## src/rtl/pwm_audio_out.sv

```systemverilog
// pwm_audio_out: turns a signed PCM sample into a fixed-rate PWM stream on a complementary pair.
//
// The period is 2**PWM_BITS clocks. The duty cycle is the top PWM_BITS bits of the sample in offset
// binary. It is latched once per period at the counter wrap, so changing the sample mid-period never
// produces a glitch.
//
// Ports
//   clk_i     : system clock, rising edge
//   rst_ni    : asynchronous active-low reset; release is synchronised internally
//   sample_i  : signed (two's complement) audio sample, may change any cycle
//   pwm_p_o   : PWM output, high for duty cycles of every period
//   pwm_n_o   : complement of pwm_p_o outside reset; both low while in reset
module pwm_audio_out #(
  parameter int unsigned SAMPLE_W = 16,
  parameter int unsigned PWM_BITS = 8
) (
  input  logic                       clk_i,
  input  logic                       rst_ni,
  input  logic signed [SAMPLE_W-1:0] sample_i,
  output logic                       pwm_p_o,
  output logic                       pwm_n_o
);

  if (PWM_BITS > SAMPLE_W || PWM_BITS < 2) begin : gen_param_check
    $error("pwm_audio_out: PWM_BITS must be in 2..SAMPLE_W");
  end

  localparam logic [PWM_BITS-1:0] CntMax  = '1;
  localparam logic [PWM_BITS-1:0] CntOne  = {{(PWM_BITS-1){1'b0}}, 1'b1};
  localparam logic [PWM_BITS-1:0] DutyMid = {1'b1, {(PWM_BITS-1){1'b0}}};

  // Reset assert is asynchronous; release passes through two flops so that all state leaves reset
  // on the same, clean edge.
  logic [1:0] rst_sync_q;
  logic       run;

  always_ff @(posedge clk_i or negedge rst_ni) begin
    if (!rst_ni) begin
      rst_sync_q <= 2'b00;
    end else begin
      rst_sync_q <= {rst_sync_q[0], 1'b1};
    end
  end

  assign run = rst_sync_q[1];

  // Offset binary is the sample with its MSB inverted; the duty keeps only the top PWM_BITS bits.
  logic [PWM_BITS-1:0] duty_next;
  assign duty_next = {~sample_i[SAMPLE_W-1], sample_i[SAMPLE_W-2 -: (PWM_BITS-1)]};

  if (SAMPLE_W > PWM_BITS) begin : gen_unused_lsbs
    logic unused_lsbs;
    assign unused_lsbs = ^sample_i[SAMPLE_W-PWM_BITS-1:0];
  end

  logic [PWM_BITS-1:0] cnt_q, cnt_d;
  logic [PWM_BITS-1:0] duty_q, duty_d;
  logic                pwm_p_q, pwm_p_d;
  logic                pwm_n_q, pwm_n_d;
  logic                active;

  always_comb begin
    cnt_d   = cnt_q;
    duty_d  = duty_q;
    pwm_p_d = pwm_p_q;
    pwm_n_d = pwm_n_q;
    active  = (cnt_q < duty_q);
    if (run) begin
      cnt_d   = cnt_q + CntOne;
      // New duty only at the period boundary (cnt wrapping MAX -> 0).
      if (cnt_q == CntMax) begin
        duty_d = duty_next;
      end
      pwm_p_d = active;
      pwm_n_d = ~active;
    end
  end

  always_ff @(posedge clk_i or negedge rst_ni) begin
    if (!rst_ni) begin
      cnt_q   <= '0;
      duty_q  <= DutyMid;
      pwm_p_q <= 1'b0;
      pwm_n_q <= 1'b0;
    end else begin
      cnt_q   <= cnt_d;
      duty_q  <= duty_d;
      pwm_p_q <= pwm_p_d;
      pwm_n_q <= pwm_n_d;
    end
  end

  assign pwm_p_o = pwm_p_q;
  assign pwm_n_o = pwm_n_q;

endmodule

```

## config.mk

```make
export PLATFORM = sky130hd
export DESIGN_NAME = pwm_audio_out
export DESIGN_NICKNAME = d
export VERILOG_FILES = /design/src/rtl/pwm_audio_out.sv
export SDC_FILE = /design/constraint.sdc
export NUM_CORES = 1
export LEC_CHECK = 0
export ABC_AREA = 1
export ABC_CLOCK_PERIOD_IN_PS = 1400
export BUFFER_PORTS_ARGS = -buffer_cell sky130_fd_sc_hd__buf_2
export CAP_MARGIN = 10
export CORE_MARGIN = 2
export CORE_UTILIZATION = 50
export CTS_CLUSTER_SIZE = 14
export DETAILED_ROUTE_END_ITERATION = 10
export PLACE_DENSITY = 0.78
export SETUP_SLACK_MARGIN = 0.5
export SLEW_MARGIN = 25
export SYNTH_ARGS = -nofsm -noshare
export SYNTH_HDL_FRONTEND = slang
export SYNTH_SLANG_ARGS = --single-unit
```

## constraint.sdc

```tcl
create_clock -name clk_i -period 1.4 [get_ports clk_i]
set_input_delay 0 -clock clk_i [delete_from_list [all_inputs] [get_ports clk_i]]
set_output_delay 0 -clock clk_i [all_outputs]
set_load 0.02 [all_outputs]
```

**Yosys cells after proc, flatten, opt, wreduce, memory -nomap -nowiden**

Cells that the tools add are included.

- Magnitude comparators: 1
- Equality and inequality tests: 1
- Reduce and logical (&&, ||, !) cells: 1
- Add/sub/neg operators: 1
- Bitwise operators: 2

Operators with widths:

| kind | count |
|---|---|
| adder 8 x 1 -> 8 bit (second input constant) | 1 |
| equality test 8 bit (second input constant) | 1 |
| < comparator 8 bit | 1 |
| inverter 1 bit | 2 |
| AND reduction 2 bit | 1 |

- Input port bits: 18
- Output and inout bits: 2
- Logic and storage cells: 11
- Bits in registers: 20

**Logic depth before layout (Yosys ltp)**

Gate-level depths: netlist (run 1).

- Depth after elaboration: 2
- Depth in mapped cells: 10
- Depth with buffers taken out: 10

**Least setup slack after synthesis (run 1)**

Ideal clock, no wire load.

- Path type: reg-to-reg
- From: register duty_q[7]
- To: register pwm_n_q (netlist: pwm_n_o)
- Period minus slack after synthesis: 1.329 ns
- Arrival: 1.212 ns
- Setup time: 0.116 ns
- Slack: 0.071 ns
- Path buffers: 0
- Stages on the path, launching flop included: 8
- Data required time: 1.284 ns
- Path through: dfstp_2 inv_1 ha_1 a21oi_1 o21a_1 nand2_1 nand2_1 nand2_1

- Cells in the longest elaborated chain, start to end: 2

Ends and longest elaborated chain:

| item | RTL line | text |
|---|---|---|
| start: declaration | 57 | `logic [PWM_BITS-1:0] duty_q, duty_d;` |
| start signal: assignment | 82 | `duty_q <= DutyMid;` |
| start signal: assignment | 87 | `duty_q <= duty_d;` |
| < comparator 8 bit | 67 | `active = (cnt_q < duty_q);` |
| inverter 1 bit | 75 | `pwm_n_d = ~active;` |
| end signal: assignment | 89 | `pwm_n_q <= pwm_n_d;` |
| end: declaration | 59 | `logic pwm_n_q, pwm_n_d;` |

Every way passes these cells.
A chain may end at the register's enable or synchronous reset.

**Final worst setup path (run 1)**

- From: register cnt_q[3]
- To: register pwm_n_q (netlist: pwm_n_o)

- Cells in the longest elaborated chain, start to end: 2

Ends and longest elaborated chain:

| item | RTL line | text |
|---|---|---|
| start: declaration | 56 | `logic [PWM_BITS-1:0] cnt_q, cnt_d;` |
| start signal: assignment | 86 | `cnt_q <= cnt_d;` |
| < comparator 8 bit | 67 |  |
| inverter 1 bit | 75 |  |

Every way passes these cells.

==> results.md, run 1 <==
- GRT overflow: 0
- Post-placement worst setup slack: 0.01874 ns
- Achievable Freq: 709.8 MHz
- Pre-Repair DR Iteration Count: 4
- Residual DRC: 0
- Core ar.: just under 0.002 sq mm
- Layout area overhead: 42.77%
- Clk root buf: clkbuf_4
- I/O pin total: 20
- Status: finished, violations left
- Num CTS Buffers: 3
- Leading post-synthesis cells by cell area: dfrtp_1 (45%), nand2_1 (12%), ha_1 (9.4%)
- Static leakage: 0.0008110 uW
- H-tree levels: 1
- Power density cells: 1261 mW/mm^2
- Synthesis-stage register bit count: 20
- Reg-to-reg startpoint: cnt_q[3]
- Area leader, netlist: dfrtp_1
- Area share of the largest cell type after synthesis: 44.65%
- R2R Setup Slk: -0.009 ns
- Total GRT Usage: 20.35%
- Initial core utilization: 53.72%
- CP Max Fanout: 4
- Largest net degree at the start of global routing: 21
- DP HPWL: 1327 um
- Maximum Capacitance Violations: 0
- Failing checks: setup timing
- Crit path arrival time: 1.63 ns
- Post-synthesis mux area share: 0%
- Synth Cell Area: 0.001065 sq mm
- EDFF count, synth: 0
- CP required: 1.62 ns
- Detail Route Antenna Nets: 0
- Crit end category: flip-flop
- Synth Flop Type: dfrtp_1
- Placer Congestion: 0.7318
- Commonest cells post-synth: nand2_1 (34), inv_1 (21), dfrtp_1 (19), ha_1 (8), o21ai_2 (8)
- Count leader, synth: nand2_1
- DR iter-0 viols: 3
- Clk sinks: 20
- Avg Synthesized Cell Area: 9.179 sq um
- CTS tree: yes
- Startpoint Class: flip-flop
- Simple-Gate Fraction of Synth Area: 20.56%
- DRT Wirelength: around 2500 um
- First-pass GRT wire length: 3650 um
- Largest family of logic cells by synthesized area: simple AND/OR/NAND/NOR gates
- Sequential element share of the synthesized area: 47.12%
- Routed len/inst: 13.79 um
- Num rows: 16
- Vias: 893
- Post-synthesis compound-gate area fraction: approximately a tenth
- Final Cycle Share: 100.6%
- Adder-cell share of the synthesized area: 9.401%
- Chip width: 50.15 um
- Period minus WS final: around 1.4 ns
- Mapped Nets: 142
- Vias/cell: 4.907
- Die span in y: between 50 and 60 um
- Share of layout cells above drive strength 1: a little under half
- Final hold viol count: 0
- Final critical-path setup slack: -0.008814 ns
- Worst-Skew Late Latency: 0.31 ns
- Synth Area in XOR/XNOR: 2.468%
- Post-layout net count: 182
- Clock-pin slew on the worst setup and hold paths: roughly 0.12 ns
- HP Class: primary input to async pin
- Number of port buffers: 11
- Fin Setup TNS: -0.008814 ns
- Cells after synthesis: about 120
- Ys async rst share: between 90% and 100%
- Crit. Startpoint: cnt_q[3]
- RSZ-0062 raised after global routing: yes
- Unique masters post-synth: 23
- Max VDD drop: between 0.8 and 0.9 mV
- Critical path class: flip-flop to flip-flop
- Clock buffer depth: 2
- Final Max Slew Viols: 0
- Synthesis warning total: 0
- N_diodes: 0
- Die ar.: 0.002515 sq mm
- Setup-failing EPs final: 1
- Vias in the first global route: 826
- Skew final: 0.01128 ns
- Initial antenna violation count: 0
cell families after synthesis:
logic type	count (synthesis)
AOI/OAI and AO/OA	15
xor gates and xnor gates	3
adders and majority gates	8
buffers and inverters	25
DFF	20
other	1
and+or+nand+nor	44
critical path, cell delays in order (launching register included):
cell and delay (ns):
dfrtp_1 0.45, ha_1 0.34, nand2_1 0.11, inv_1 0.06, nand2_1 0.08, nand2_1 0.07, nand2_1 0.07, nand2_1 0.05
nand2_1 0.05, nand2_1 0.04
metrics by stage:
| step | std cells | hold slack (ns) | total power [uW] | util [%] | cell area [sq um] |
|---|---|---|---|---|---|
| final | 182 | 0.1485 | 1917 | 76.70 | 1520 |
| after CTS | 170 | 0.1626 | 1661 | 68.94 | 1366 |
| after global routing | 182 | 0.1784 | 2021 | 76.70 | 1520 |
| after floorplan | 116 | -0.2956 | 1050 | - | 1091 |
| after detailed placement | 153 | -0.02601 | 1167 | 58.59 | 1161 |
| after global placement | 153 | -0.03356 | 1126 | 58.59 | 1161 |
layout by cell type (no fill, tap or decap), types with 2 or more instances in the layout:
cell type,instances
nand2_1,26
nand3_4,3
clkbuf_4,3
inv_2,4
buf_4,11
buf_6,5
dfrtp_1,15
nand3b_1,2
a21oi_2,2
ha_1,6
dfrtp_2,4
dlygate4sd3_1,9
a21oi_1,2
ha_4,2
buf_2,11
nand2_2,10
o21ai_2,8
inv_1,17
where the power goes:
part	internal (uW)	switching [uW]
registers	677	123
clock network	159	191
logic	375	392
total	1210	706
state kept, by name, indices dropped and copies added (netlist names):
signal      cells
pwm_p_o         1
duty_q          8
rst_sync_q      2
cnt_q           8
pwm_n_o         1
path summary, 6_finish.rpt:
path / to / cells past startpoint
max: pwm_n_o / 9
min: cnt_q[5] / 2
max reg2reg: pwm_n_o / 9
min reg2reg: rst_sync_q[1] / 0
max in group asynchronous: rst_sync_q[1] / 2
min in group clk_i: duty_q[7] / 3
routing by layer:
metal,track usage (%),part of all wire (%)
met1,23.00,40
met4,8.333,3.8
met5,0,0
met3,5.357,3.7
met2,35.96,53
cell type report:
cell class	count	area [sq um]
multi-input combinational	72	565.5
sequential	20	506.7
fill	121	461.7
timing repair buffer	36	284.0
inverter	23	93.84
clock buffer	4	36.28
tap	27	33.78
timing repair:
action                     4_1_cts  5_1_grt
gates cloned                     1        0
setup buffers                    3       12
gates resized for setup         13       18
hold endpoints to repair        28        0
hold buffers                     9        0
pin swaps                        4        9
setup endpoints to repair       17       20
(Power assumes the default switching activity.)
==> run 2: changes to the inputs <==
--- a/config.mk
+++ b/config.mk
@@ -5,7 +5,6 @@
 export SDC_FILE = /design/constraint.sdc
 export NUM_CORES = 1
 export LEC_CHECK = 0
-export ABC_AREA = 1
 export ABC_CLOCK_PERIOD_IN_PS = 1400
 export BUFFER_PORTS_ARGS = -buffer_cell sky130_fd_sc_hd__buf_2
 export CAP_MARGIN = 10
@@ -13,7 +12,7 @@
 export CORE_UTILIZATION = 50
 export CTS_CLUSTER_SIZE = 14
 export DETAILED_ROUTE_END_ITERATION = 10
-export PLACE_DENSITY = 0.78
+export PLACE_DENSITY = 0.79
 export SETUP_SLACK_MARGIN = 0.5
 export SLEW_MARGIN = 25
 export SYNTH_ARGS = -nofsm -noshare
==> results.md, run 2 <==
- Status: finished, violations left
- Failing checks: setup timing
- Max VDD drop: 1.105 mV (+32%)
- Crit-path leading delay family: flip-flops
- Synth Flop Type: dfrtp_1
- Simple-Gate Fraction of Synth Area: 11.39% (-9.2 points)
- Maximum Capacitance Violations: 0 (unchanged)
- Synthesis-stage register bit count: 20 (unchanged)
- Core ar.: 0.001922 sq mm (-3.0%)
- Clock-pin slew on the worst setup and hold paths: 0.12 ns (about the same)
- Top Registers: cnt_q (8), duty_q (8), rst_sync_q (2)
- WP buf/inv: 0 (-1)
- Pre-Repair DR Iteration Count: 2 (-2)
- Clk sinks: 20 (unchanged)
- Critical path class: flip-flop to flip-flop
- Total GRT Usage: 21.05% (+0.70 points)
- Fin area: 0.001481 sq mm (-2.6%)
- Routed len/inst: 15.54 um (+13%)
- Vias/cell: 4.979 (+1.5%)
- Final Max Slew Viols: 0 (unchanged)
- Final non-filler cell total: 145 (-20%)
- Reg-to-reg startpoint: cnt_q[1]
- Area share of the largest cell type after synthesis: 47.56% (+2.9 points)
- Synthesis warning total: 0 (unchanged)
- Crit path arrival time: 1.66 ns (+0.03 ns)
- N_diodes: 0 (unchanged)
- Clock power share: 16.1% (-2.2 points)
- Initial core utilization: 52.02% (-1.7 points)
- Static leakage: 0.0007217 uW (-11%)
- P_sw: 708.7 uW (+0.38%)
- EDFF count, synth: 0 (unchanged)
- Post-synthesis mux area share: 12.64% (+13 points)
- RSZ-0062 raised after global routing: yes
- Setup-failing EPs final: 10 (+9)
- Largest family of logic cells by synthesized area: multiplexers
- Commonest cells post-synth: dfrtp_1 (19), ha_1 (8), inv_1 (8), mux2_4 (7), xnor2_1 (4)
- First-pass GRT wire length: 3615 um (-0.96%)
- Count leader, synth: dfrtp_1
- DR iter-0 viols: 1 (-2)
- Power density cells: 1441 mW/mm^2 (+14%)
- Skew final: 0.006994 ns (-0.004282 ns)
- CP required: 1.59 ns (-0.03 ns)
- Vias in the first global route: 781 (-5.4%)
- Die span in y: 48.72 um (-2.9%)
- I/O pin total: 20 (unchanged)
- Placement Cell Area: 0.001156 sq mm (-0.43%)
- Post-synthesis compound-gate area fraction: 5.507% (-4.7 points)
- Post-layout net count: 145 (-20%)
- H-tree levels: 1 (unchanged)
- Clock buffer depth: 2 (unchanged)
- Number of port buffers: 11 (unchanged)
- Final hold viol count: 0 (unchanged)
- Cells along the critical path: ha_4 > and3_4 > nand2_4 > nor2_8 > mux2_4
- Ys async rst share: 100.0% (unchanged)
- Chip width: 48.72 um (-2.9%)
- HP Class: primary input to async pin
- Layout area overhead: 48.19%
- Synth Cell Area: 999.7 sq um (-6.1%)
- Leading post-synthesis cells by cell area: dfrtp_1 (48%), mux2_4 (11%), ha_1 (10%)
- Crit end category: flip-flop
- Largest net degree at the start of global routing: 21 (unchanged)
- Most common cell after layout, fill and taps aside: dfrtp_1
- Post-placement worst setup slack: -0.06032 ns (-0.07906 ns)
- Avg Synthesized Cell Area: 12.98 sq um (+41%)
- Vias: 722 (-19%)
- Share of layout cells above drive strength 1: 52.54% (+6.1 points)
- DRT Wirelength: 2253 um (-10%)
- Die ar.: 0.002373 sq mm (-5.6%)
- CP max stage cell: dfrtp_2
- Most frequent cells in the layout: dfrtp_1 (16), buf_4 (14), buf_2 (11), dlygate4sd3_1 (9), mux2_4 (8)
- Area leader, netlist: dfrtp_1
- Final critical-path setup slack: -0.06997 ns (-0.06115 ns)
- Total power: 2134 uW (+11%)
- Hold_ws: 0.1521 ns (+0.003626 ns)
- Delay of the slowest critical-path stage: 0.45 ns (about the same)
- CP Max Fanout: 8 (+4)
- Sequential element share of the synthesized area: 50.19% (+3.1 points)
- Flop pwr share: 40.0% (-1.7 points)
- Num CTS Buffers: 3 (unchanged)
- Synth Area in XOR/XNOR: 6.133% (+3.7 points)
- Internal: 1426 uW (+18%)
- Dpl cells: 122 (-20%)
- Adder-cell share of the synthesized area: 10.01% (+0.61 points)
- Unique masters post-synth: 27 (+17%)
- Period minus WS final: 1.470 ns (+0.06115 ns)
- Combinational Power Share: 44.0% (+4.0 points)
- Final Cycle Share: 105.0% (+4.4 points)
- Cells after synthesis: 77 (-34%)
- Num rows: 16 (unchanged)
- Crit. Startpoint: cnt_q[1]
- Detail Route Antenna Nets: 0 (unchanged)
- Clk root buf: clkbuf_4
- Achievable Freq: 680.3 MHz (-4.2%)
- DP HPWL: 1354 um (+2.0%)
- CTS tree: yes
- GRT overflow: 0 (unchanged)
- Mapped Nets: 103 (-27%)
- Sw Share: 33.21% (-3.6 points)
- Worst-Skew Late Latency: 0.30 ns (about the same)
- Startpoint Class: flip-flop
- Initial antenna violation count: 0 (unchanged)
- Residual DRC: 0 (unchanged)
- Placer Congestion: 0.8124 (+11%)
==> run 2: timing repair <==
| item | CTS | global route |
|---|---|---|
| endpoints found under the hold margin | 28 | 0 |
| endpoints found under the setup margin | 17 | 19 |
| hold buffers | 9 | 0 |
| setup buffers | 4 | 6 |
| gates resized for setup | 7 | 15 |
| pin swaps | 8 | 6 |
==> run 2: power groups by stage <==
stage,logic [uW],registers (uW),clock network [uW]
global placement,493,816,0
CTS,660,827,344
detailed placement,519,823,0
global route,1010,869,384
finish,938,853,343
floorplan,308,819,0
==> run 2: layout make-up <==
class | instances | area, sq um
repair buffers | 38 | 295.3
fillers | 129 | 440.4
multi-input cells | 48 | 580.6
clock buffers | 4 | 36.28
flip-flops and latches | 20 | 505.5
inverters | 8 | 30.03
well taps | 27 | 33.78
==> run 2: routing by layer <==
metal | vias up | part of all wire [%] | track usage [%]
met1 | 349 | 39 | 23.37
met5 | - | 0 | 0
met4 | 0 | 3.5 | 11.43
met3 | 10 | 2.3 | 1.852
met2 | 14 | 55 | 39.27
li1 | 349 | - | -
==> run 2: per-stage QoR <==
step	util (%)	TNS (ns)
after floorplan	-	0
after global placement	60.16	-0.2033
after detailed placement	60.16	-0.3977
after CTS	70.77	-0.5671
after global routing	77.08	-1.055
final	77.08	-0.5503
==> run 2: kinds of logic after synthesis <==
group	Yosys count
AOI/OAI and AO/OA	7
xor gates and xnor gates	7
adders and majority gates	8
buffers and inverters	9
DFF	20
muxes	9
other	1
and+or+nand+nor	16
==> run 2: final timing paths <==
kind	to	slack, ns	cells after the start
min in group clk_i	rst_sync_q[1]	0.36	0
max in group asynchronous	duty_q[7]	0.90	2
max reg2reg	duty_q[4]	-0.07	5
min reg2reg	rst_sync_q[1]	0.36	0
max	duty_q[4]	-0.07	5
min	cnt_q[4]	0.15	2
==> run 3: changes to the inputs <==
--- a/config.mk
+++ b/config.mk
@@ -5,7 +5,7 @@
 export SDC_FILE = /design/constraint.sdc
 export NUM_CORES = 1
 export LEC_CHECK = 0
-export ABC_CLOCK_PERIOD_IN_PS = 1400
+export ABC_CLOCK_PERIOD_IN_PS = 1750
 export BUFFER_PORTS_ARGS = -buffer_cell sky130_fd_sc_hd__buf_2
 export CAP_MARGIN = 10
 export CORE_MARGIN = 2
==> constraint.sdc (replaced) <==
create_clock -name clk_i -period 1.75 [get_ports clk_i]
set_input_delay 0 -clock clk_i [delete_from_list [all_inputs] [get_ports clk_i]]
set_output_delay 0 -clock clk_i [all_outputs]
set_load 0.02 [all_outputs]
==> results.md, run 3 (synthesis gave the netlist of run 2 again) <==
- Status: completed
- Final non-filler cell total: 133 (-8.3%)
- Initial antenna violation count: 0 (unchanged)
- Initial core utilization: 52.02% (unchanged)
- N_diodes: 0 (unchanged)
- Worst-Skew Late Latency: 0.30 ns (about the same)
- Largest net degree at the start of global routing: 21 (unchanged)
- Number of port buffers: 11 (unchanged)
- Most frequent cells in the layout: dfrtp_1 (18), buf_2 (11), dlygate4sd3_1 (9)
- Final hold viol count: 0 (unchanged)
- Crit. Startpoint: cnt_q[1]
- CP Max Fanout: 8 (unchanged)
- DR iter-0 viols: 4 (+3)
- Clk root buf: clkbuf_4
- DRT Wirelength: 1835 um (-19%)
- Static leakage: 0.0006321 uW (-12%)
- Share of layout cells above drive strength 1: 38.68% (-14 points)
- Crit path arrival time: 1.70 ns (+0.04 ns)
- R2r endpoint: duty_q[1]
- Startpoint Class: flip-flop
- Achievable Freq: 663.5 MHz (-2.5%)
- Max VDD drop: 0.9702 mV (-12%)
- Die ar.: 0.002373 sq mm (unchanged)
- R2R depth: 5 (unchanged)
- Total GRT Usage: 18.68% (-2.4 points)
- Placer Congestion: 0.7542 (-7.2%)
- Layout area overhead: 30.16%
- CP required: 1.95 ns (+0.36 ns)
- Vias in the first global route: 739 (-5.4%)
- Routed len/inst: 13.80 um (-11%)
- H-tree levels: 1 (unchanged)
- Period minus WS final: 1.507 ns (+0.03730 ns)
- GRT overflow: 0 (unchanged)
- Fin Setup TNS: 0 ns (+0.5503 ns)
- Critical path destination: duty_q[1]
- DP HPWL: 1233 um (-9.0%)
- Pre-Repair DR Iteration Count: 4 (+2)
- Final Max Slew Viols: 0 (unchanged)
- Delay of the slowest critical-path stage: 0.42 ns (-0.03 ns)
- First-pass GRT wire length: 3291 um (-9.0%)
- Setup-failing EPs final: 0 (-10)
- Total power: 1507 uW (-29%)
- CP max stage cell: dfrtp_1
- Die span in y: 48.72 um (unchanged)
- HP Class: primary input to async pin
- Dpl cells: 114 (-6.6%)
- Clock buffer depth: 2 (unchanged)
- Top Registers: cnt_q (8), duty_q (8), rst_sync_q (2)
- Reg-to-reg startpoint: cnt_q[1]
- Vias/cell: 4.917 (-1.2%)
- Post-layout net count: 133 (-8.3%)
- Skew final: 0.0005219 ns (-0.006472 ns)
- Critical path class: flip-flop to flip-flop
- Cells along the critical path: ha_2 > and3_4 > nand2_4 > nor2_8 > mux2_4
- Crit end category: flip-flop
- R2R Setup Slk: 0.24 ns (+0.31 ns)
- Clk sinks: 20 (unchanged)
- Maximum Capacitance Violations: 0 (unchanged)
- Chip width: 48.72 um (unchanged)
- Num rows: 16 (unchanged)
- CTS tree: yes
- Power density cells: 1158 mW/mm^2 (-20%)
- Vias: 654 (-9.4%)
- Core ar.: 0.001922 sq mm (unchanged)
- I/O pin total: 20 (unchanged)
- Clock-pin slew on the worst setup and hold paths: 0.11 ns (about the same)
- Fill cell count: 142 (+10%)
- Most common cell after layout, fill and taps aside: dfrtp_1
- Detail Route Antenna Nets: 0 (unchanged)
- RSZ-0062 raised after global routing: yes
- Residual DRC: 0 (unchanged)
- Final Cycle Share: 86.13% (-19 points)
- Num CTS Buffers: 3 (unchanged)
-- run 3: changes by cell type in the layout (fill, tap and decap cells not counted), sizes merged --
cell,delta
buf,-12
clkbuf,-1
bufinv,+1
-- run 3: repair_timing --
item | in CTS | in global routing
setup buffers | 5 | 1
gates resized for setup | 1 | 6
pin swaps | 5 | 4
cloned | 0 | 0
hold endpoints to repair | 28 | 0
hold buffers | 9 | 0
setup endpoints to repair | 10 | 13
-- run 3: stage by stage --
stage                     util, %  setup slack (ns)  hold WS (ns)  instance area (sq um)
after CTS                   66.02            0.2299        0.1667                   1269
after floorplan                 -            0.3537       -0.2956                   1005
final                       67.71            0.2427        0.1574                   1301
after global routing        67.71            0.1779        0.2058                   1301
after detailed placement    56.51            0.2073      -0.02938                   1086
after global placement      56.51            0.2568      -0.03934                   1086
-- run 3: per-layer routing --
metal  track usage [%]  part of all wire [%]  wire length, um
met1             21.22                    44              805
met3             3.704                   2.5               46
met5                 0                     0                0
met2             34.25                    53              971
met4             7.143                  0.65               12
-- run 3: worst max-delay path: cells and delay by family, from the launching register on --
kind / cells / cell delay (ns)
simple gates: 3 / 0.47
flops: 1 / 0.42
mux: 1 / 0.32
fa+ha+maj: 1 / 0.20
-- run 3: worst min-delay path by stage --
stage	from	endpoint	slack, ns	depth (start not counted)
2_1_floorplan	rst_ni	cnt_q[0]	-0.30	0
3_3_place_gp	rst_ni	duty_q[0]	-0.04	1
3_5_place_dp	rst_ni	duty_q[0]	-0.03	1
4_1_cts	rst_ni	duty_q[3]	0.17	2
5_1_grt	rst_ni	duty_q[0]	0.21	2
6_report	rst_ni	cnt_q[0]	0.16	2
-- run 3: cell type report --
cell class                      count  area [sq um]  share of cell area, %
Clock buffer                        3         22.52                  1.731
Clock inverter                      1         30.03                  2.308
Inverter                            8         30.03                  2.308
Multi-Input combinational cell     48         488.0                  37.50
Sequential cell                    20         503.0                  38.65
Tap cell                           27         33.78                  2.596
Timing Repair Buffer               26         193.9                  14.90
-- run 3: report_power, final --
| group | leakage (uW) | switching, uW | internal, uW |
|---|---|---|---|
| registers | 0.000253 | 113 | 544 |
| clock network | 0.0000279 | 145 | 231 |
| logic | 0.000351 | 199 | 274 |
